===== config.mk =====
export PLATFORM = sky130hd
export DESIGN_NAME = button_debouncer
export DESIGN_NICKNAME = d
export VERILOG_FILES = /design/src/rtl/button_pkg.sv /design/src/rtl/sync_chain.sv /design/src/rtl/button_debouncer.sv
export SDC_FILE = /design/constraint.sdc
export NUM_CORES = 1
export LEC_CHECK = 0
export ABC_CLOCK_PERIOD_IN_PS = 3200
export BUFFER_PORTS_ARGS = -buffer_cell sky130_fd_sc_hd__buf_2
export CAP_MARGIN = 40
export CORE_MARGIN = 5
export CORE_UTILIZATION = 62
export DETAILED_ROUTE_END_ITERATION = 8
export PLACE_DENSITY = 0.87
export SYNTH_ARGS = -nofsm -noshare
export SYNTH_HDL_FRONTEND = slang
export SYNTH_SLANG_ARGS = --single-unit

===== constraint.sdc =====
create_clock -name clk -period 3.2 [get_ports clk]
set_input_delay 0.96 -clock clk [delete_from_list [all_inputs] [get_ports clk]]
set_output_delay 0.96 -clock clk [all_outputs]
set_load 0.005 [all_outputs]

===== src/rtl/button_pkg.sv =====
// Shared types and constants for the push-button debouncer and its helpers.
package button_pkg;

    typedef enum logic [1:0] {
        IDLE,
        PRESS_WAIT,
        PRESSED,
        RELEASE_WAIT
    } debounce_state_t;

    localparam int                      GLITCH_WIDTH = 8;
    localparam logic [GLITCH_WIDTH-1:0] GLITCH_MAX   = 8'd255;

    // Debug counter that parks at its maximum instead of wrapping.
    function automatic logic [GLITCH_WIDTH-1:0] sat_inc(input logic [GLITCH_WIDTH-1:0] v);
        return (v == GLITCH_MAX) ? v : v + 1'b1;
    endfunction

endpackage


===== src/rtl/sync_chain.sv =====
// Multi-flop synchroniser for a single asynchronous input; reusable for any
// slow asynchronous pin (buttons, switches, reset request lines).
module sync_chain #(
    parameter int SYNC_STAGES = 2
) (
    input  logic clk,
    input  logic reset,
    input  logic d,
    output logic q
);

    logic [SYNC_STAGES-1:0] ff;

    // NOTE: sequential state is always written with <= so every flop samples
    // the pre-edge value of its neighbour; blocking here would collapse the chain.
    always_ff @(posedge clk or negedge reset) begin
        if (!reset) begin
            ff <= '0;
        end else begin
            ff <= {ff[SYNC_STAGES-2:0], d};
        end
    end

    assign q = ff[SYNC_STAGES-1];

endmodule


===== src/rtl/button_debouncer.sv =====
// Synchronises and debounces a raw button pin, producing a clean level, press/
// release pulses and a glitch count. Define AUTO_REPEAT_EN for held-key repeat.
module button_debouncer
    import button_pkg::*;
#(
    parameter int DEBOUNCE_CYCLES = 1000000,
    parameter int CNT_WIDTH       = 32,
    parameter int SYNC_STAGES     = 2,
    parameter int REPEAT_DELAY    = 50000000,
    parameter int REPEAT_PERIOD   = 10000000
) (
    input  logic                    clk,
    input  logic                    reset,
    input  logic                    btn_in,
    output logic                    btn_level,
    output logic                    press_pulse,
    output logic                    release_pulse,
    output logic [GLITCH_WIDTH-1:0] glitch_count
);

    localparam logic [CNT_WIDTH-1:0] CNT_LAST = CNT_WIDTH'(DEBOUNCE_CYCLES - 1);

    debounce_state_t      state;
    logic [CNT_WIDTH-1:0] cnt;
    logic                 s;

`ifdef AUTO_REPEAT_EN
    localparam logic [CNT_WIDTH-1:0] RPT_DELAY_LAST  = CNT_WIDTH'(REPEAT_DELAY - 1);
    localparam logic [CNT_WIDTH-1:0] RPT_PERIOD_LAST = CNT_WIDTH'(REPEAT_PERIOD - 1);

    logic [CNT_WIDTH-1:0] rpt_cnt;
    logic                 rpt_armed;  // first repeat already fired; use the period
`endif

    sync_chain #(
        .SYNC_STAGES(SYNC_STAGES)
    ) u_sync (
        .clk  (clk),
        .reset(reset),
        .d    (btn_in),
        .q    (s)
    );

    always_ff @(posedge clk or negedge reset) begin
        if (!reset) begin
            state         <= IDLE;
            cnt           <= '0;
            btn_level     <= 1'b0;
            press_pulse   <= 1'b0;
            release_pulse <= 1'b0;
            glitch_count  <= '0;
`ifdef AUTO_REPEAT_EN
            rpt_cnt       <= '0;
            rpt_armed     <= 1'b0;
`endif
        end else begin
            press_pulse   <= 1'b0;
            release_pulse <= 1'b0;

            unique case (state)
                IDLE: begin
                    if (s) begin
                        state <= PRESS_WAIT;
                        cnt   <= '0;
                    end
                end

                PRESS_WAIT: begin
                    if (!s) begin
                        state        <= IDLE;
                        glitch_count <= sat_inc(glitch_count);
                    end else if (cnt == CNT_LAST) begin
                        state       <= PRESSED;
                        btn_level   <= 1'b1;
                        press_pulse <= 1'b1;
                    end else begin
                        cnt <= cnt + 1'b1;
                    end
                end

                PRESSED: begin
                    if (!s) begin
                        state <= RELEASE_WAIT;
                        cnt   <= '0;
                    end
`ifdef AUTO_REPEAT_EN
                    else if (rpt_cnt == (rpt_armed ? RPT_PERIOD_LAST : RPT_DELAY_LAST)) begin
                        press_pulse <= 1'b1;
                        rpt_cnt     <= '0;
                        rpt_armed   <= 1'b1;
                    end else begin
                        rpt_cnt <= rpt_cnt + 1'b1;
                    end
`endif
                end

                RELEASE_WAIT: begin
                    // The repeat counter is frozen here so a release glitch
                    // does not restart the initial repeat delay.
                    if (s) begin
                        state        <= PRESSED;
                        glitch_count <= sat_inc(glitch_count);
                    end else if (cnt == CNT_LAST) begin
                        state         <= IDLE;
                        btn_level     <= 1'b0;
                        release_pulse <= 1'b1;
`ifdef AUTO_REPEAT_EN
                        rpt_cnt       <= '0;
                        rpt_armed     <= 1'b0;
`endif
                    end else begin
                        cnt <= cnt + 1'b1;
                    end
                end

                default: state <= IDLE;
            endcase
        end
    end

endmodule


==> results of run 1 <==
how the worst min path moves through the flow:
stage / end / depth (start not counted) / slack (ns) / startpoint
2_1_floorplan: u_sync.ff[1] / 0 / 0.33 / u_sync.ff[0]
3_3_place_gp: u_sync.ff[1] / 0 / 0.33 / u_sync.ff[0]
3_5_place_dp: u_sync.ff[1] / 0 / 0.34 / u_sync.ff[0]
4_1_cts: u_sync.ff[1] / 0 / 0.36 / u_sync.ff[0]
5_1_grt: u_sync.ff[1] / 0 / 0.38 / u_sync.ff[0]
6_report: u_sync.ff[1] / 0 / 0.36 / u_sync.ff[0]
layout make-up:
class / instances / area (µm²)
multi-input cells: 207 / 1370
clock inverters: 2 / 37.5
inverters: 4 / 15.0
repair buffers: 17 / 95.1
well taps: 50 / 62.6
fillers: 304 / 1230
clock buffers: 5 / 68.8
flip-flops and latches: 47 / 1180
routing by layer:
layer	track usage, %	wire [µm]
met5	0	0
met4	10.7	111
met3	4.94	309
met2	36.5	2780
met1	29.6	2390
cell families (layout without fill, tap and decap cells):
family / Yosys count / in the layout
adders and majority gates: 2 / 2
DFF: 47 / 47
buffers and inverters: 17 / 28
xor gates and xnor gates: 11 / 11
and+or+nand+nor: 133 / 133
muxes: 11 / 11
AOI/OAI and AO/OA: 50 / 50
stage by stage:
stage	hold WS, ns	power, µW	setup WS [ns]	cell area [µm²]
floorplan	0.331	790	1.25	2620
global placement	0.333	860	0.921	2720
detailed placement	0.343	866	0.800	2720
CTS	0.363	1290	0.772	2820
global route	0.384	1340	0.591	2820
finish	0.362	1280	0.774	2820
registers in the layout, indices dropped and copies added, names as in the netlist, named ones only:
| name | flops |
|---|---|
| cnt | 32 |
| glitch_count | 8 |
| release_pulse | 1 |
| press_pulse | 1 |
| btn_level | 1 |
| state | 1 |
| u_sync.ff | 2 |
power breakdown:
group          leakage [µW]  switching (µW)  internal [µW]
Clock             0.0000502             200            228
Combinational      0.000618            80.5           73.8
Sequential         0.000638            59.7            638
Total               0.00131             340            940
synth_stat cells (2+ instances only):
library cell,instances
nor2_1,23
and3_1,7
buf_6,2
o211ai_1,3
o31ai_1,2
clkbuf_1,5
a31oi_1,4
nor3_2,2
nand3_1,16
nand4_1,17
nand4_2,3
o221ai_1,3
and4_1,2
o21ai_1,5
buf_2,3
nand2_1,34
xnor2_1,5
o21ai_0,10
ha_1,2
nor4_1,4
and2_1,2
mux2i_1,10
xor2_1,5
or3_1,7
a21oi_1,11
or4_1,4
a22o_1,2
buf_1,2
inv_1,4
nor3b_1,2
nor4_4,3
dfrtp_1,47
nor3_1,3
critical path, delay by kind of cell (launching register included):
family / cells / cell delay, ns
fa+ha+maj: 1 / 0.22
compound gates: 2 / 0.92
simple gates: 3 / 0.74
flops: 1 / 0.42
==> flow_summary.ini, run 1 <==
[clock_network]
root_buffer = clkbuf_8
cts_resized = 0
postCtsSetupBuffers = 0
clock-sinks = 47
clockBufferDepth = 2
clkLatencyLatePin_ns = 0.31
cts_buffers = 5
postCtsHoldBufs = 0
cts_tree = done
h-tree-depth = 2
clk_pin_slew_ns = 0.09

[yosys]
synth_area_um2 = 2620
synth-simple-area-share_pct = 29.7
synth_compound_area_share_pct = 13.1
netlist.area_leader.share_pct = 44.9
yosys.area_share.adder_pct = 0.955
synth-main-ff-cell = dfrtp_1
syn-num-nets = 276
synth_top_area_cell = dfrtp_1
synth-seq-area-share_pct = 44.9
synth_mux_area_share_pct = 4.25
synth_edf_count = 0
syn_inst = 271
synthTopCellsByArea = dfrtp_1 (45%), nand2_1 (4.9%), nand4_1 (4.1%), mux2i_1 (3.8%), nor2_1 (3.3%)
ys_warn_count = 0
synth-seq-cells = 47
syn_avg_cell_area_um2 = 9.67
synth_xor_area_share_pct = 3.96
synth_top_family_by_area = simple AND/OR/NAND/NOR gates
synth.distinct_cells = 50
synthArstFlopShare_pct = 100

[layout]
final_core_util_pct = 69.6
diodes = 0
instances_no_fill = 332
layout.nets = 287
areaGrowthSynthToFinish_pct = 7.74
final_cell_mix = dfrtp_1 (47), nand2_1 (34), nor2_1 (23), nand4_1 (17), nand3_1 (16)
drive_above_1_share_pct = 14.2
mostFrequentLayoutCell = dfrtp_1

[route]
ant_nets = 0
vias_per_cell = 6.57
vias = 2181
dr.pass1.iters = 4
drcViolationCount = 0
wl_um = 5590
drtIter0Drc = 238
drt-wirelength-per-cell_um = 16.8

[critical_path]
path_max_fanout = 16
critPathMaxStageDelay_ns = 0.85
reg2reg_depth = 6
cp_slowest_cell = o41ai_4
endpoint = cnt[25]
cp.required_ns = 3.37
worst_setup_path_start_kind = flop
r2r_start = cnt[0]
crit_arrival_ns = 2.60
worst_r2r_endpoint = cnt[25]
path_class = reg2reg
rrSetupSlack_ns = 0.77
crit_path_cell_trace = ha_1, and3_1, nand4_1, o41ai_4, or3_1, a21oi_1
crit_start = cnt[0]
worstSetupEndpointType = flop

[power_and_ir_drop]
ir_drop_mv = 0.405
p_leak_uw = 0.00131
power_density_nw_per_um2 = 453

[sta]
finalCritPeriodShare_pct = 75.8
hold_violations = 0
fmax_mhz = 412
maxSlewViolCount = 0
slew_headroom_pct = 45.4
final.setup.tns_ns = 0
fin_skew_ns = 0.0127
setup_viol = 0
rsz0062_at_grt = false
tightest_slew_ns = 0.816
period_minus_slack_ns = 2.43

[floorplan]
pin_count = 14
core_area_um2 = 4060
die_y_um = 75.0
die_area_um2 = 5630
initial_core_util_pct = 64.6
die_x_um = 75.0
std_cell_rows = 23

[grt]
grt_max_degree = 29
antenna_found_initial = 0
grt_overflow_total = 0
grtUsageTotal_pct = 22.8
grt_pass1_wl_um = 9710
grt_pass1_vias = 2066

[placement]
gp_congestion = 0.862
io_buffers = 13
hpwl_um = 3840
place_inst = 325

[job]
cap_violations = 0

[min_path]
hold_class = reg2reg

[status]
status = complete, no violations
Note: power is estimated with default switching activity, not from simulation.
==> run 2: changes to the inputs <==
- ABC_CLOCK_PERIOD_IN_PS: 3200 -> 2500
- CORE_UTILIZATION: 62 -> 61
- PLACE_DENSITY: 0.87 -> 0.86
- clock period: 3.2 -> 2.5 ns (I/O delays scaled with it)
==> run 2 against run 1 <==
Final cell count grew 1.5%. Clock power grew 53%. Flip-flop and latch count is the same. Highest routed layer unchanged.
==> flow_summary.ini, run 2 (synthesized netlist as in run 1, its figures left out) <==
[status]
status = complete, no violations

[sta]
finalCritPeriodShare_pct = 91.0
fin_skew_ns = 0.00537
fmax_mhz = 440
setup_viol = 0
tightest_slew_ns = 0.619
maxSlewViolCount = 0
period_minus_slack_ns = 2.28
final.setup.tns_ns = 0
hold_violations = 0
slew_headroom_pct = 58.6
rsz0062_at_grt = false

[placement]
gp_congestion = 0.885
hpwl_um = 4070
io_buffers = 13

[clock_network]
clockBufferDepth = 2
cts_tree = done
cts_resized = 0
clock-sinks = 47
clk_pin_slew_ns = 0.08
root_buffer = clkbuf_8
clkLatencyLatePin_ns = 0.30
postCtsHoldBufs = 0
postCtsSetupBuffers = 0
h-tree-depth = 2
cts_buffers = 5

[grt]
grtUsageTotal_pct = 23.6
grt_max_degree = 27
antenna_found_initial = 0
grt_pass1_vias = 2201
grt_pass1_wl_um = 10200
grt_overflow_total = 0

[critical_path]
path_max_fanout = 8
crit_arrival_ns = 2.47
path_class = reg2reg
worst_setup_path_start_kind = flop
worstSetupEndpointType = flop
cp.required_ns = 2.69

[power_and_ir_drop]
p_leak_uw = 0.00135
power_density_nw_per_um2 = 608
ir_drop_mv = 0.533

[route]
drtIter0Drc = 280
top_layer = met4
vias = 2224
wl_met2_um = 3030
wl_met1_um = 2430
drcViolationCount = 0
vias_per_cell = 6.60
route.met3.wl_um = 364
dr.pass1.iters = 4
wl_um = 5990
ant_nets = 0
drt-wirelength-per-cell_um = 17.8

[floorplan]
die_x_um = 75.5
die_y_um = 75.5
pin_count = 14
core_area_um2 = 4090
initial_core_util_pct = 64.1
die_area_um2 = 5710
std_cell_rows = 23

[layout]
largest_reg_flops = 32
drive_above_1_share_pct = 15.3
top_register = cnt
final_cell_mix = dfrtp_1 (47), nand2_1 (34), nor2_1 (23), nand4_1 (17), nand3_1 (16)
final_core_util_pct = 70.8
reg_top3 = cnt x32, glitch_count x8, u_sync.ff x2
areaGrowthSynthToFinish_pct = 10.4
diodes = 0
layout.nets = 291
fillCellCount = 297
mostFrequentLayoutCell = dfrtp_1

[job]
cap_violations = 0

[min_path]
hold_class = reg2reg
==> run 2: cell types whose count changed in the layout (fill, tap and decap cells not counted), sizes merged <==
cell,previous run,this run
clkbuf,5,6
clkinvlp,1,0
buf,17,21
bufinv,1,2
==> run 2: worst max-delay path, cell delays in order, from the launching register on <==
cell and delay (ns):
dfrtp_1 0.44, ha_1 0.24, and3_1 0.24, nand4_1 0.28, or3_1 0.62, a41oi_1 0.28
nor2_1 0.07
==> run 2: per-layer routing <==
metal / vias to the layer above / track usage [%]
li1: 1039 / -
met1: 1084 / 29.4
met2: 83 / 39.3
met3: 18 / 5.80
met4: 0 / 9.90
met5: - / 0
==> run 2: stage by stage <==
stage	total power (µW)	instances	hold slack, ns	area, µm²	worst slack, ns
2_1_floorplan	1010	271	0.331	2620	0.548
5_1_grt	1830	337	0.373	2890	0.114
6_report	1760	337	0.358	2890	0.225
3_5_place_dp	1120	329	0.342	2760	0.274
4_1_cts	1770	337	0.361	2890	0.257
3_3_place_gp	1110	329	0.338	2760	0.389
==> run 2: layout make-up <==
cell class	instances	area, µm²	share of cell area [%]
multi-input cells	207	1370	47.3
flip-flops and latches	47	1180	40.7
repair buffers	21	138	4.76
clock buffers	6	72.6	2.51
well taps	50	62.6	2.16
clock inverters	2	60.1	2.08
inverters	4	15.0	0.519
==> run 2: worst paths after layout <==
check | from | end | slack (ns) | cells past startpoint
hold reg to reg | u_sync.ff[0] | u_sync.ff[1] | 0.36 | 0
hold / removal | u_sync.ff[0] | u_sync.ff[1] | 0.36 | 0
min in group asynchronous | reset | release_pulse | 0.44 | 1
setup / recovery | cnt[0] | cnt[5] | 0.22 | 6
max in group asynchronous | reset | cnt[11] | 1.53 | 2
setup reg to reg | cnt[0] | cnt[5] | 0.22 | 6
==> run 2: where the power goes <==
part	switching [µW]	internal [µW]
logic	112	100
clock network	254	400
registers	77.7	816
